**config.mk**
```make
export PLATFORM = sky130hd
export DESIGN_NAME = fp_div_seq
export DESIGN_NICKNAME = d
export VERILOG_FILES = /design/src/rtl/fp_div_seq.sv
export SDC_FILE = /design/constraint.sdc
export NUM_CORES = 1
export LEC_CHECK = 0
export BUFFER_PORTS_ARGS = -buffer_cell sky130_fd_sc_hd__buf_2
export CAP_MARGIN = 20
export CORE_MARGIN = 2
export CORE_UTILIZATION = 40
export CTS_CLUSTER_SIZE = 30
export DETAILED_ROUTE_END_ITERATION = 10
export PLACE_DENSITY_LB_ADDON = 0.3
export SETUP_SLACK_MARGIN = 0.5
export SLEW_MARGIN = 15
export SYNTH_ARGS = -nofsm -noshare
export SYNTH_HDL_FRONTEND = slang
export SYNTH_SLANG_ARGS = --single-unit
```
**constraint.sdc**
```tcl
create_clock -name clk -period 8.1 [get_ports clk]
set_clock_uncertainty 0.2 [all_clocks]
set_input_delay 1.215 -clock clk [delete_from_list [all_inputs] [get_ports clk]]
set_output_delay 1.215 -clock clk [all_outputs]
set_load 0.03 [all_outputs]
```
**src/rtl/fp_div_seq.sv**
```systemverilog
// fp_div_seq: IEEE-754 single-precision divide sequencer; runs four 8-bit integer-divide passes
// on an external divider, then normalises, rounds to nearest-even and packs the quotient.
module fp_div_seq #(
    parameter int DIV_TIMEOUT = 255
) (
    input  logic        clk,
    input  logic        clrn,
    input  logic [31:0] a,
    input  logic [31:0] b,
    input  logic        start,
    output logic [31:0] result,
    output logic [4:0]  flags,
    output logic        err,
    output logic        busy,
    output logic        ready,
    output logic [31:0] div_dividend,
    output logic [31:0] div_divisor,
    output logic        div_start,
    input  logic [31:0] div_quotient,
    input  logic [31:0] div_rem,
    input  logic        div_busy,
    input  logic        div_ready
);
    localparam int CW = $clog2(DIV_TIMEOUT + 1);
    localparam logic [CW-1:0] TMO = CW'(DIV_TIMEOUT);
    localparam logic [31:0] QNAN = 32'h7FC00000;
    typedef enum logic [2:0] {IDLE, UNPACK, ISSUE, WAIT, NORM, ROUND, DONE} state_t;
    state_t state, state_n;
    logic [31:0] ra, rb;
    logic [32:0] q;
    logic [31:0] r;
    logic [2:0] pass;
    logic [CW-1:0] cnt;
    logic signed [9:0] ex;
    logic [23:0] mant;
    logic guard, sticky;
    logic [7:0] ea, eb;
    logic za, zb, ia, ib, invalid, special, sign, cap, hi;
    logic [31:0] spec_res, round_res;
    logic [4:0] spec_flags, round_flags;
    logic [24:0] sum;
    logic signed [9:0] ex_r;
    logic ovf, unf;
    assign ea = ra[30:23];
    assign eb = rb[30:23];
    assign sign = ra[31] ^ rb[31];
    // A zero exponent covers denormals too, which are flushed to signed zero.
    assign za = ea == 8'd0;
    assign zb = eb == 8'd0;
    assign ia = ea == 8'hFF && ra[22:0] == 23'd0;
    assign ib = eb == 8'hFF && rb[22:0] == 23'd0;
    assign invalid = (ea == 8'hFF && ra[22:0] != 23'd0) || (eb == 8'hFF && rb[22:0] != 23'd0)
                     || (za && zb) || (ia && ib);
    assign special = invalid || ia || ib || za || zb;
    assign spec_res = invalid ? QNAN : (ia || zb) ? {sign, 8'hFF, 23'd0} : {sign, 31'd0};
    assign spec_flags = {invalid, !invalid && !ia && zb, 3'b000};
    // The first WAIT cycle may still see the previous pass's ready, so it is never captured.
    assign cap = state == WAIT && div_ready && cnt != '0;
    assign hi = q[32];
    assign sum = {1'b0, mant} + {24'd0, guard & (sticky | mant[0])};
    assign ex_r = ex + (sum[24] ? 10'sd1 : 10'sd0);
    assign ovf = ex_r >= 10'sd255;
    assign unf = ex_r <= 10'sd0;
    assign round_res = ovf ? {sign, 8'hFF, 23'd0} : unf ? {sign, 31'd0}
                       : {sign, ex_r[7:0], sum[24] ? 23'd0 : sum[22:0]};
    assign round_flags = {2'b00, ovf, unf && !ovf, guard | sticky | ovf | unf};
    assign ready = state == DONE;
    assign busy = state != IDLE && state != DONE;
    always_comb begin
        state_n = state;
        div_start = 1'b0;
        case (state)
            IDLE:    state_n = start ? UNPACK : IDLE;
            UNPACK:  state_n = special ? DONE : ISSUE;
            ISSUE: begin
                div_start = !div_busy;
                state_n = div_busy ? ISSUE : WAIT;
            end
            WAIT:    state_n = cap ? (pass == 3'd3 ? NORM : ISSUE) : (cnt == TMO ? DONE : WAIT);
            NORM:    state_n = ROUND;
            ROUND:   state_n = DONE;
            default: state_n = IDLE;
        endcase
    end
    always_ff @(posedge clk) begin
        if (clrn) begin
            state <= IDLE;
            result <= '0;
            flags <= '0;
            err <= 1'b0;
            div_dividend <= '0;
            div_divisor <= '0;
            ra <= '0;
            rb <= '0;
            q <= '0;
            r <= '0;
            pass <= '0;
            cnt <= '0;
            ex <= '0;
            mant <= '0;
            guard <= 1'b0;
            sticky <= 1'b0;
        end else begin
            state <= state_n;
            case (state)
                IDLE: if (start) begin
                    ra <= a;
                    rb <= b;
                    flags <= '0;
                    err <= 1'b0;
                end
                UNPACK: if (special) begin
                    result <= spec_res;
                    flags <= spec_flags;
                end else begin
                    ex <= signed'({2'b00, ea}) - signed'({2'b00, eb}) + 10'sd127;
                    div_dividend <= {1'b1, ra[22:0], 8'd0};
                    div_divisor <= {8'd0, 1'b1, rb[22:0]};
                    pass <= '0;
                end
                ISSUE: cnt <= '0;
                WAIT: if (cap) begin
                    q <= (pass == 3'd0 ? 33'd0 : q << 8) | {1'b0, div_quotient};
                    r <= div_rem;
                    pass <= pass + 3'd1;
                    div_dividend <= {div_rem[23:0], 8'd0};
                end else if (cnt == TMO) begin
                    result <= QNAN;
                    flags <= 5'b10000;
                    err <= 1'b1;
                end else begin
                    cnt <= cnt + 1'b1;
                end
                NORM: begin
                    mant <= hi ? q[32:9] : q[31:8];
                    guard <= hi ? q[8] : q[7];
                    sticky <= (hi ? |q[7:0] : |q[6:0]) | (r != 32'd0);
                    ex <= hi ? ex : ex - 10'sd1;
                end
                ROUND: begin
                    result <= round_res;
                    flags <= round_flags;
                end
                default: ;
            endcase
        end
    end
endmodule
```
## After elaboration in Yosys (flattened, before gate mapping)

Cells that the tools add are included.

- Flip-flop bits (word level): 273
- Latch bits: 0
- RAM bits: 0
- Memory bits (read-only): 0
- Input bits: 133
- Output and inout bits: 105
- Word-level logic and storage cells: 148
- Memories: 0

- $add $sub $neg: 7
- $mul: 0
- Divide/modulo/power cells: 0
- $lt $le $gt $ge: 2
- Equal/unequal tests: 19
- Shifts and indexed selects: 0
- Mux-type cells: 43
- Bitwise logic cells: 9
- Reduce and logical (&&, ||, !) cells: 52

Operator list:

| kind | number |
|---|---|
| two-way mux 32 bit | 6 |
| case mux 32 bit (3 select lines) | 1 |
| two-way mux 31 bit | 3 |
| case mux 32 bit (2 select lines) | 1 |
| logical NOT 23 bit | 2 |
| nonzero test 23 bit | 2 |
| two-way mux 33 bit | 1 |
| OR 33 x 32 -> 33 bit | 1 |
| nonzero test 32 bit | 1 |
| adder 24 x 1 -> 25 bit | 1 |
| == test 8 bit, second input constant | 3 |
| two-way mux 24 bit | 1 |
| two-way mux 23 bit | 1 |
| two-way mux 10 bit | 2 |
| two-way mux 5 bit | 4 |
| case mux 10 bit (2 select lines) | 1 |
| case mux 5 bit (4 select lines) | 1 |
| two-way mux 3 bit | 6 |
| case mux 3 bit (6 select lines) | 1 |
| logical NOT 8 bit | 2 |
| two-way mux 8 bit | 2 |
| case mux 8 bit (2 select lines) | 1 |
| != test 2 bit, second input constant | 7 |
| logical AND 1 bit | 12 |
| 33 further kinds | 69 |

## Depth between registers and ports, before layout

Gate-level depths: netlist of run 1.

- Depth in word-level cells: 11
- Mapped depth: 18
- Depth with buffers taken out: 17

## Least setup slack after synthesis of run 1

No wires, ideal clock.

- Path type: register -> register
- Start point: register mant[0]
- End point: register result[19]
- Setup time: 0.067 ns
- Data arrival time: 3.780 ns
- Data required time: 7.833 ns
- Slack: 4.053 ns
- Stages on the path, launching flop included: 18
- Buffers on the path: 1
- Period minus slack after synthesis: 4.047 ns
- Path through: dfxtp_1 -> o21a_1 -> ha_1 -> ha_1 -> and3_1 -> nand4_1 -> nor2_1 -> nand4_1 -> nor2_1 -> ha_1 -> nand2_1 -> nor4_1 -> xnor2_2 -> o41ai_2 -> or4_4 -> or2_1 -> buf_6 -> o21ai_2

- Cells in the longest elaborated chain, start to end: 9
- Elaborated cells on any way between the ends: 11
- Classes of those cells: add/sub (2); order compare (2); mux (5); bitwise (2)

Ends and longest elaborated chain:

| what | RTL line | RTL |
|---|---|---|
| start: declaration | 35 | `logic [23:0] mant;` |
| start signal: assignment | 135 | `mant <= hi ? q[32:9] : q[31:8];` |
| OR 1 bit | 60 | `assign sum = {1'b0, mant} + {24'd0, guard & (sticky \| mant[0])};` |
| AND 1 bit | 60 |  |
| adder 24 x 1 -> 25 bit (*) | 60 |  |
| two-way mux 1 bit | 61 | `assign ex_r = ex + (sum[24] ? 10'sd1 : 10'sd0);` |
| adder 10 x 2 -> 10 bit | 61 |  |
| <= comparator 10 x 1 -> 1 bit | 63 | `assign unf = ex_r <= 10'sd0;` |
| two-way mux 31 bit | 64 | `assign round_res = ovf ? {sign, 8'hFF, 23'd0} : unf ? {sign, 31'd0}` |
| two-way mux 31 bit (*) | 64 |  |
| case mux 32 bit (3 select lines) (*) | 105 | `case (state)` |
| end signal: assignment | 113 | `result <= spec_res;` |
| end signal: assignment | 141 | `result <= round_res;` |
| end: declaration | 11 | `output logic [31:0] result,` |

Every way passes the cells marked *; elsewhere a longest branch is shown, timed or not.
A chain may end at the register's enable or synchronous reset.

## Worst setup path in the final report of run 1

- Start point: register mant[0]
- End point: register result[3]

The elaborated chain is that of the path after synthesis.

==> results_dict.tcl, run 1 <==
set metrics [dict create \
    status "finished clean" \
    startpoint "mant[0]$_SDFFE_PP0P_" \
    hold_slack_ps 246.2 \
    yosysTopAreaCellShare_pct 44.99 \
    route.met2.wl_mm 14.75 \
    synth_top_cell_by_area "dfxtp_1" \
    clk_latency_ps 550 \
    crit_slowest_cell "or4_4" \
    met1Wirelength_mm 14.72 \
    async_reset_ff_share_pct 0 \
    yosysWarnings 0 \
    cts.sinks 265 \
    hold_path_class "reg -> reg" \
    ys_ff_latch 265 \
    cts-root-buf "clkbuf_16" \
    critPathLaunchType "flip-flop" \
    drc 0 \
    initial_core_util_pct 40.86 \
    highest_layer "met5" \
    nFillCells 2932 \
    synthTopCellsByArea "dfxtp_1 45%, nand2_1 12%, a21oi_1 6.7%" \
    tritoncts "yes" \
    grt_start_max_net_pins 97 \
    grt_pass1_wl_mm 52.04 \
    cp_num_cells 16 \
    crit_type "reg -> reg" \
    r2r-end "result[3]$_SDFFE_PP0P_" \
    worstPathRequired_ps 8380 \
    powerDensity_mw_per_mm2 332.2 \
    grt_overflow 0 \
    maxSlewViolCount 0 \
    path_cells "o21a_1, ha_1, ha_1, and3_1, nand4_1, nor2_1, nand4_1, nor2_1, ha_1, nand2_1, nor4_1, xnor2_2, o41ai_2, or4_4, or2_1, o21ai_0" \
    core_mm2 0.02886 \
    io_pins 238 \
    setup-tns-final_ps 0 \
    maxSlewHeadroom_pct 34.85 \
    crit_end "result[3]$_SDFFE_PP0P_" \
    first_global_vias 10130 \
    place_congestion 0.8405 \
    rsz0062_at_grt "false" \
    final_nets 1797 \
    grt_antenna_before_repair 8 \
    cp_max_fo 13 \
    synth_edf_count 0 \
    period_share_pct 59.59 \
    ant_nets 0 \
    worstRegToRegCells 16 \
    wire_per_inst_um 15.82 \
    cts_setup_buffers 0 \
    ys_types 78 \
    dieWidth_um 175.7 \
    critical_path.top_delay_family "simple AND/OR/NAND/NOR gates" \
    tightest_slew_ps 977.2 \
    cpMostUsedCell "ha_1" \
    dr.pass1.iters 8 \
    hold_buffers 0 \
    hpwl_mm 23.00 \
    drv.max_cap_violation_count 0 \
    cts_resized 0 \
    io_buffers 221 \
    arrival_ps 5110 \
    cts_buffers 28 \
    num_vias 10720 \
    detail_route.iter0.violations 672 \
    htree_num_levels 1 \
    r2r-start "mant[0]$_SDFFE_PP0P_" \
    cpPeakStageDelay_ps 590 \
    final-hold-violation-count 0 \
    vdd_drop_max_mv 0.1530 \
    drt-vias-per-instance 5.226 \
    endpoint_kind "flip-flop" \
    placement_rows 62 \
    netlist_area_mm2 0.01179 \
    grtUsageTotal_pct 20.47 \
    totalWireLength_mm 32.45 \
    drive_gt1_share_pct 18.81 \
    period_minus_slack_ps 4827 \
    clkTransAtPathRegs_ps 60 \
    fmax_mhz 207.2 \
    synthToLayoutAreaGrowth_pct 18.11 \
    regToRegSetupSlack_ps 3270 \
    wl_met3_mm 2.309 \
    die_y_um 175.7 \
    crit_buf_inv 0 \
    synthCells 1483 \
    setup_viol_count_final 0 \
    synth-seq-area-share_pct 44.99 \
    die_area_mm2 0.03087 \
    syn_area_per_cell_um2 7.951 \
    ys.flop_type "dfxtp_1" \
    clockBufferDepth 3 \
    p_leak_uw 0.005228 \
]
## worst min-delay path by stage
stage	depth (start not counted)	endpoint	startpoint	slack (ps)
after floorplan	2	r[23]$_SDFFE_PP0P_	r[23]$_SDFFE_PP0P_	240
after global placement	2	result[19]$_SDFFE_PP0P_	result[19]$_SDFFE_PP0P_	230
after global routing	2	result[21]$_SDFFE_PP0P_	result[21]$_SDFFE_PP0P_	270
after CTS	2	result[13]$_SDFFE_PP0P_	result[13]$_SDFFE_PP0P_	250
after detailed placement	2	result[13]$_SDFFE_PP0P_	result[13]$_SDFFE_PP0P_	240
final	2	result[13]$_SDFFE_PP0P_	result[13]$_SDFFE_PP0P_	250
## power by group
part | switching (µW) | total (µW) | internal (µW)
Combinational | 1030 | 1610 | 575
Sequential | 215 | 1730 | 1510
Clock | 542 | 1290 | 748
Total | 1790 | 4630 | 2840
## per-layer routing
| metal | global-route usage [%] | vias up |
|---|---|---|
| li1 | - | 5423 |
| met1 | 27.40 | 4964 |
| met2 | 33.07 | 266 |
| met3 | 5.476 | 58 |
| met4 | 4.614 | 8 |
| met5 | 0 | - |
## synth_stat cells (all sizes together), types with 4 or more instances
| cell | instances |
|---|---|
| nor3 | 53 |
| or4 | 7 |
| buf | 39 |
| inv | 26 |
| nor2 | 137 |
| a311oi | 24 |
| mux2i | 24 |
| and3 | 6 |
| or3 | 4 |
| xnor2 | 24 |
| dfxtp | 265 |
| a211oi | 50 |
| ha | 19 |
| a31oi | 4 |
| nand2 | 365 |
| clkbuf | 78 |
| nand2b | 4 |
| nor4 | 22 |
| a21oi | 158 |
| o21ai | 44 |
| nand4 | 19 |
| nand3 | 24 |
| xor2 | 20 |
| o211ai | 5 |
| o21a | 4 |
## metrics by stage
stage / area [µm²] / util (%) / total power [µW] / cells / setup slack (ps)
after floorplan: 11850 / - / 2949 / 1498 / 4053
after global placement: 13000 / 45.05 / 3332 / 1998 / 3333
after detailed placement: 13000 / 45.05 / 3358 / 1998 / 3207
after CTS: 13920 / 48.24 / 4655 / 2048 / 3190
after global routing: 13920 / 48.24 / 4932 / 2049 / 2869
final: 13930 / 48.26 / 4626 / 2051 / 3273
## placed cells by master (no fill, tap or decap), drive strengths merged, types with 20 or more instances in the layout
| cell | synthesis | final |
|---|---|---|
| nand2 | 365 | 365 |
| dfxtp | 265 | 265 |
| buf | 39 | 233 |
| a21oi | 158 | 158 |
| nor2 | 137 | 137 |
| nor3 | 53 | 53 |
| a211oi | 50 | 50 |
| o21ai | 44 | 44 |
| clkbuf | 78 | 40 |
| inv | 26 | 27 |
| mux2i | 24 | 24 |
| xnor2 | 24 | 24 |
| a311oi | 24 | 24 |
| nand3 | 24 | 24 |
| nor4 | 22 | 22 |
| xor2 | 20 | 20 |
## worst reg2reg max path: cells and delay by family, from the launching register on
family	cells	cell delay (ps)
AOI/OAI and AO/OA	3	550
xor gates and xnor gates	1	270
DFF	1	360
and+or+nand+nor	9	2770
adders and majority gates	3	610
## kinds of logic after synthesis
| family | after synthesis | share of synthesized area [%] |
|---|---|---|
| AOI/OAI and AO/OA | 320 | 17.29 |
| xor gates and xnor gates | 44 | 3.332 |
| adders and majority gates | 20 | 2.186 |
| buffers and inverters | 143 | 5.475 |
| DFF | 265 | 44.99 |
| muxes | 24 | 2.037 |
| other | 1 | 0.03180 |
| and+or+nand+nor | 666 | 24.66 |
## cell type report
| type | count | area [µm²] | share of cell area [%] |
|---|---|---|---|
| sequential | 265 | 5305 | 38.09 |
| clock inverter | 10 | 123.9 | 0.8894 |
| clock buffer | 40 | 795.8 | 5.714 |
| multi-input combinational | 1090 | 5914 | 42.47 |
| timing repair buffer | 233 | 1202 | 8.634 |
| tap | 384 | 480.5 | 3.450 |
| antenna | 3 | 7.507 | 0.05390 |
| inverter | 26 | 97.59 | 0.7007 |
## state kept, by name (all words and copies together), names as in the netlist
register / count
rb: 32
state: 3
mant: 24
guard: 1
q: 33
flags: 5
div_divisor: 24
sticky: 1
result: 32
ex: 10
pass: 3
r: 32
cnt: 8
ra: 32
err: 1
div_dividend: 24
No activity file was read; power rests on OpenSTA's default activity.
==> inputs of run 2 (changes only) <==
==> constraint.sdc (replaced) <==
create_clock -name clk -period 4.4 [get_ports clk]
set_clock_uncertainty 0.2 [all_clocks]
set_input_delay 0.66 -clock clk [delete_from_list [all_inputs] [get_ports clk]]
set_output_delay 0.66 -clock clk [all_outputs]
set_load 0.03 [all_outputs]
==> run 2 against run 1 <==
First-iteration DRC count down 6.8%. Via count up 1.0%. Routed wire length up 0.87%. Cell count up 1.3%. Core utilization up 1.1 points. Register-to-register slack worse by 2800 ps. Sequential power up 84%. Highest routed layer unchanged.
==> results_dict.tcl, run 2 (synthesis results as in run 1) <==
set metrics [dict create \
    status "finished clean" \
    path_cells "o21a_1, ha_4, ha_4, and3_4, nand4_1, nor2_2, nand4_1, nor2_2, ha_2, ha_4, nand4_1, nor2_2, xor2_2, a31o_2, or4_4, or2_4, o21ai_2" \
    nFillCells 2931 \
    period_minus_slack_ps 3913 \
    worstPathRequired_ps 4690 \
    placed_cell_area_mm2 0.01305 \
    drt-vias-per-instance 5.212 \
    num_vias 10830 \
    grt_start_max_net_pins 100 \
    maxSlewHeadroom_pct 34.56 \
    cts_buffers 30 \
    crit_buf_inv 0 \
    largest_reg_flops 33 \
    grt_pass1_wl_mm 52.27 \
    cpPeakStageDelay_ps 510 \
    grt_overflow 0 \
    io_pins 238 \
    clockBufferDepth 3 \
    powerDensity_mw_per_mm2 606.8 \
    crit_slowest_cell "or4_4" \
    place_congestion 0.8379 \
    tightest_slew_ps 981.6 \
    largest-register "q" \
    fin_area_mm2 0.01426 \
    die_area_mm2 0.03087 \
    ant_nets 0 \
    io_buffers 221 \
    placement_rows 62 \
    cp_max_fo 6 \
    drive_gt1_share_pct 21.43 \
    drv.max_cap_violation_count 0 \
    htree_num_levels 1 \
    fin_ws_ps 486.7 \
    fmax_mhz 255.5 \
    hold_slack_ps 130.7 \
    setup_viol_count_final 0 \
    arrival_ps 4200 \
    vdd_drop_max_mv 0.3163 \
    dr.pass1.iters 7 \
    wire_per_inst_um 15.75 \
    rsz0062_at_grt "true" \
    synthToLayoutAreaGrowth_pct 20.90 \
    grt_antenna_before_repair 9 \
    tritoncts "yes" \
    final_nets 1820 \
    drc 0 \
    die_y_um 175.7 \
    endpoint_kind "flip-flop" \
    mostFrequentLayoutCells "363 x nand2_1, 263 x dfxtp_1, 220 x buf_2, 153 x a21oi_1, 132 x nor2_1" \
    critPathLaunchType "flip-flop" \
    hpwl_mm 22.78 \
    initial_core_util_pct 40.86 \
    clkTransAtPathRegs_ps 60 \
    cts.sinks 265 \
    final-hold-violation-count 0 \
    maxSlewViolCount 0 \
    grtUsageTotal_pct 20.61 \
    critical_path.top_delay_family "simple AND/OR/NAND/NOR gates" \
    final_common_cell "nand2_1" \
    p_leak_uw 0.005349 \
    cts-root-buf "clkbuf_16" \
    place_ws_ps -61.94 \
    totalWireLength_mm 32.74 \
    period_share_pct 88.94 \
    first_global_vias 10180 \
    detail_route.iter0.violations 626 \
    crit_type "reg -> reg" \
    core_mm2 0.02886 \
    hold_path_class "in -> reg" \
    dieWidth_um 175.7 \
    clk_latency_ps 560 \
]
## run 2: worst min-delay path, delay by kind of cell
family                 cells  cell delay (ps)
AO/OA/AOI/OAI              1               50
buffers and inverters      1               90
AND/OR/NAND/NOR            1               40
## run 2: where the power goes
group          leakage [µW]  internal, µW  switching, µW
sequential          0.00215          2790            402
clock              0.000461          1400           1000
combinational       0.00274          1110           1950
total               0.00535          5300           3350
## run 2: worst paths after layout
kind / start / endpoint / slack [ps] / cells after the start
worst max-delay path: mant[0]$_SDFFE_PP0P_ / result[19]$_SDFFE_PP0P_ / 490 / 17
worst min-delay path: div_rem[25] / r[25]$_SDFFE_PP0P_ / 130 / 3
worst min register to register: result[16]$_SDFFE_PP0P_ / result[16]$_SDFFE_PP0P_ / 250 / 2
worst max register to register: mant[0]$_SDFFE_PP0P_ / result[19]$_SDFFE_PP0P_ / 490 / 17
## run 2: timing repair
action / CTS / global route
buffers inserted: 12 / 3
cloned: 1 / 0
pin swaps: 15 / 12
hold buffers: 0 / 0
gates resized for setup: 18 / 18
endpoints found under the setup margin: 28 / 30
## run 2: through the flow
step	cells	utilization, %	setup TNS, ps	power (µW)
after global routing	2077	49.39	0	9216
final	2078	49.40	0	8651
after floorplan	1498	-	0	5429
after CTS	2070	49.05	0	8651
after global placement	2002	45.18	0	6136
after detailed placement	2003	45.21	-61.94	6178
## run 2: final cells by class
type / count / area (µm²) / share of cell area, %
multi-input combinational: 1091 / 6051 / 42.44
antenna: 5 / 12.51 / 0.08777
clock buffer: 43 / 849.6 / 5.959
timing repair buffer: 253 / 1353 / 9.487
sequential: 265 / 5310 / 37.25
clock inverter: 11 / 102.6 / 0.7197
inverter: 26 / 97.59 / 0.6846
tap: 384 / 480.5 / 3.370
## run 2: routing by layer
layer / up-vias / wire (µm) / track usage, % / part of all wire, %
met1: 5034 / 14180 / 26.54 / 43
met2: 276 / 15420 / 34.15 / 47
li1: 5453 / - / - / -
met5: - / 47 / 0 / 0.14
met3: 59 / 2417 / 5.498 / 7.4
met4: 8 / 675 / 5.510 / 2.1
==> inputs of run 3 (changes only) <==
--- a/config.mk
+++ b/config.mk
@@ -7,6 +7,7 @@
 export LEC_CHECK = 0
 export BUFFER_PORTS_ARGS = -buffer_cell sky130_fd_sc_hd__buf_2
 export CAP_MARGIN = 20
+export CORE_ASPECT_RATIO = 0.7
 export CORE_MARGIN = 2
 export CORE_UTILIZATION = 40
 export CTS_CLUSTER_SIZE = 30
==> run 3 against run 2 <==
Maximum frequency fell by 2.1%. Hold slack improved by 11 ps. Cell count fell by 0.53%. First-iteration DRC count rose by 47%. Highest routed layer unchanged. Non-clock buffer count rose by 4. Largest power group unchanged.
==> results_dict.tcl, run 3 (synthesis results as in run 1) <==
set metrics [dict create \
    grt_antenna_before_repair 5 \
    path_cells "o21a_1, ha_4, ha_4, and3_4, nand4_1, nor2_2, nand4_1, nor2_2, ha_2, ha_4, buf_4, buf_4, xor2_1, nor3_1, nand4_1, o41ai_4, or4_4, or2_4, o21ai_2" \
    period_share_pct 90.84 \
    core_mm2 0.02895 \
    hpwl_mm 24.55 \
    grt_pass1_wl_mm 55.07 \
    grt_start_max_net_pins 114 \
    pwr-share-comb_pct 36.8 \
    grtUsageTotal_pct 22.08 \
    io_buffers 221 \
    cpPeakStageDelay_ps 450 \
    dieWidth_um 209.2 \
    critPathLaunchType "flip-flop" \
    clkTransAtPathRegs_ps 70 \
    num_vias 10940 \
    hold_path_class "in -> reg" \
    powerDensity_mw_per_mm2 608.3 \
    fin_total_pwr_uw 8668 \
    detail_route.iter0.violations 920 \
    final_nets 1822 \
    seqPwrFrac_pct 36.9 \
    clockBufferDepth 3 \
    wire_per_inst_um 16.96 \
    drc 0 \
    p_leak_uw 0.005352 \
    place_congestion 0.8395 \
    switching_share_pct 38.96 \
    critical_path.top_delay_family "simple AND/OR/NAND/NOR gates" \
    drive_gt1_share_pct 21.64 \
    fmax_mhz 250.2 \
    final-hold-violation-count 0 \
    power_frac_clock_pct 26.3 \
    placement_rows 52 \
    worstPathRequired_ps 4680 \
    initial_core_util_pct 40.73 \
    io_pins 238 \
    htree_num_levels 1 \
    setup_viol_count_final 0 \
    synthToLayoutAreaGrowth_pct 20.85 \
    mostFrequentLayoutCells "363 x nand2_1, 262 x dfxtp_1, 220 x buf_2, 152 x a21oi_1, 133 x nor2_1" \
    arrival_ps 4270 \
    die_area_mm2 0.03089 \
    die_y_um 147.7 \
    cts-root-buf "clkbuf_16" \
    endpoint_kind "flip-flop" \
    crit_slowest_cell "or4_4" \
    ant_nets 0 \
    maxSlewHeadroom_pct 30.59 \
    tightest_slew_ps 1041 \
    period_minus_slack_ps 3997 \
    maxSlewViolCount 0 \
    clk_latency_ps 550 \
    cp_max_fo 6 \
    largest-register "q" \
    tritoncts "yes" \
    final_common_cell "nand2_1" \
    crit_type "reg -> reg" \
    cts_buffers 28 \
    cts.sinks 265 \
    first_global_vias 10040 \
    rsz0062_at_grt "true" \
    hold_buffers 0 \
    hold_slack_ps 142.1 \
    setup-tns-final_ps 0 \
    drt-vias-per-instance 5.291 \
    vdd_drop_max_mv 0.4950 \
    fin_area_mm2 0.01425 \
    intPower_uw 5291 \
    fin_util_pct 49.22 \
    grt_overflow 0 \
    switchingPower_uw 3377 \
    placed_cell_area_mm2 0.01304 \
    drv.max_cap_violation_count 0 \
    largest_reg_flops 33 \
    totalWireLength_mm 35.05 \
    status "finished clean" \
    crit_buf_inv 2 \
    dr.pass1.iters 5 \
]
[run 3: path summary, 6_finish.rpt]
check	from	to	slack, ps	cells past startpoint
worst max register to register	mant[0]$_SDFFE_PP0P_	result[15]$_SDFFE_PP0P_	400	19
worst max-delay path	mant[0]$_SDFFE_PP0P_	result[15]$_SDFFE_PP0P_	400	19
worst min-delay path	b[24]	rb[24]$_SDFFE_PP0P_	140	3
worst min register to register	result[13]$_SDFFE_PP0P_	result[13]$_SDFFE_PP0P_	250	2
[run 3: power groups by stage]
stage               logic (µW)  registers (µW)  clock network, µW
floorplan                 2130            3300                  0
global placement          2980            3200                  0
detailed placement        3020            3220                  0
CTS                       3110            3180               2330
global route              3530            3250               2420
finish                    3190            3190               2280
[run 3: timing repair]
action	4_1_cts	5_1_grt
setup endpoints to repair	32	31
gates resized for setup	22	22
pin swaps	23	13
buffers inserted	13	6
gates cloned	1	0
[run 3: layout make-up]
class	instances	area (µm²)
Multi-Input combinational cell	1091	6097
Antenna cell	2	5.005
Sequential cell	265	5309
Clock buffer	44	862.1
Clock inverter	4	20.02
Fill cell	2809	14700
Tap cell	378	473.0
Timing Repair Buffer	257	1386
Inverter	26	97.59
[run 3: metal layers]
metal  share of wire (%)  GRT usage, %  wire length, µm
met5               0.068             0               24
met4                 1.9         4.536              671
met3                 5.6         3.867             1969
met2                  43         32.70            15030
met1                  50         33.44            17350
[run 3: worst reg2reg max path: stages (launching register included)]
cell and delay, ps:
dfxtp_2 350, o21a_1 170, ha_4 160, ha_4 130, and3_4 180, nand4_1 110, nor2_2 190, nand4_1 170
nor2_2 200, ha_2 230, ha_4 140, buf_4 100, buf_4 90, xor2_1 280, nor3_1 90, nand4_1 150
o41ai_4 100, or4_4 450, or2_4 310, o21ai_2 120
[run 3: metrics by stage]
| step | instances | worst slack (ps) |
|---|---|---|
| final | 2067 | 402.9 |
| after global routing | 2065 | 267.9 |
| after CTS | 2059 | 443.9 |
| after detailed placement | 1997 | -171.4 |
| after global placement | 1997 | -25.31 |
| after floorplan | 1498 | 504.9 |
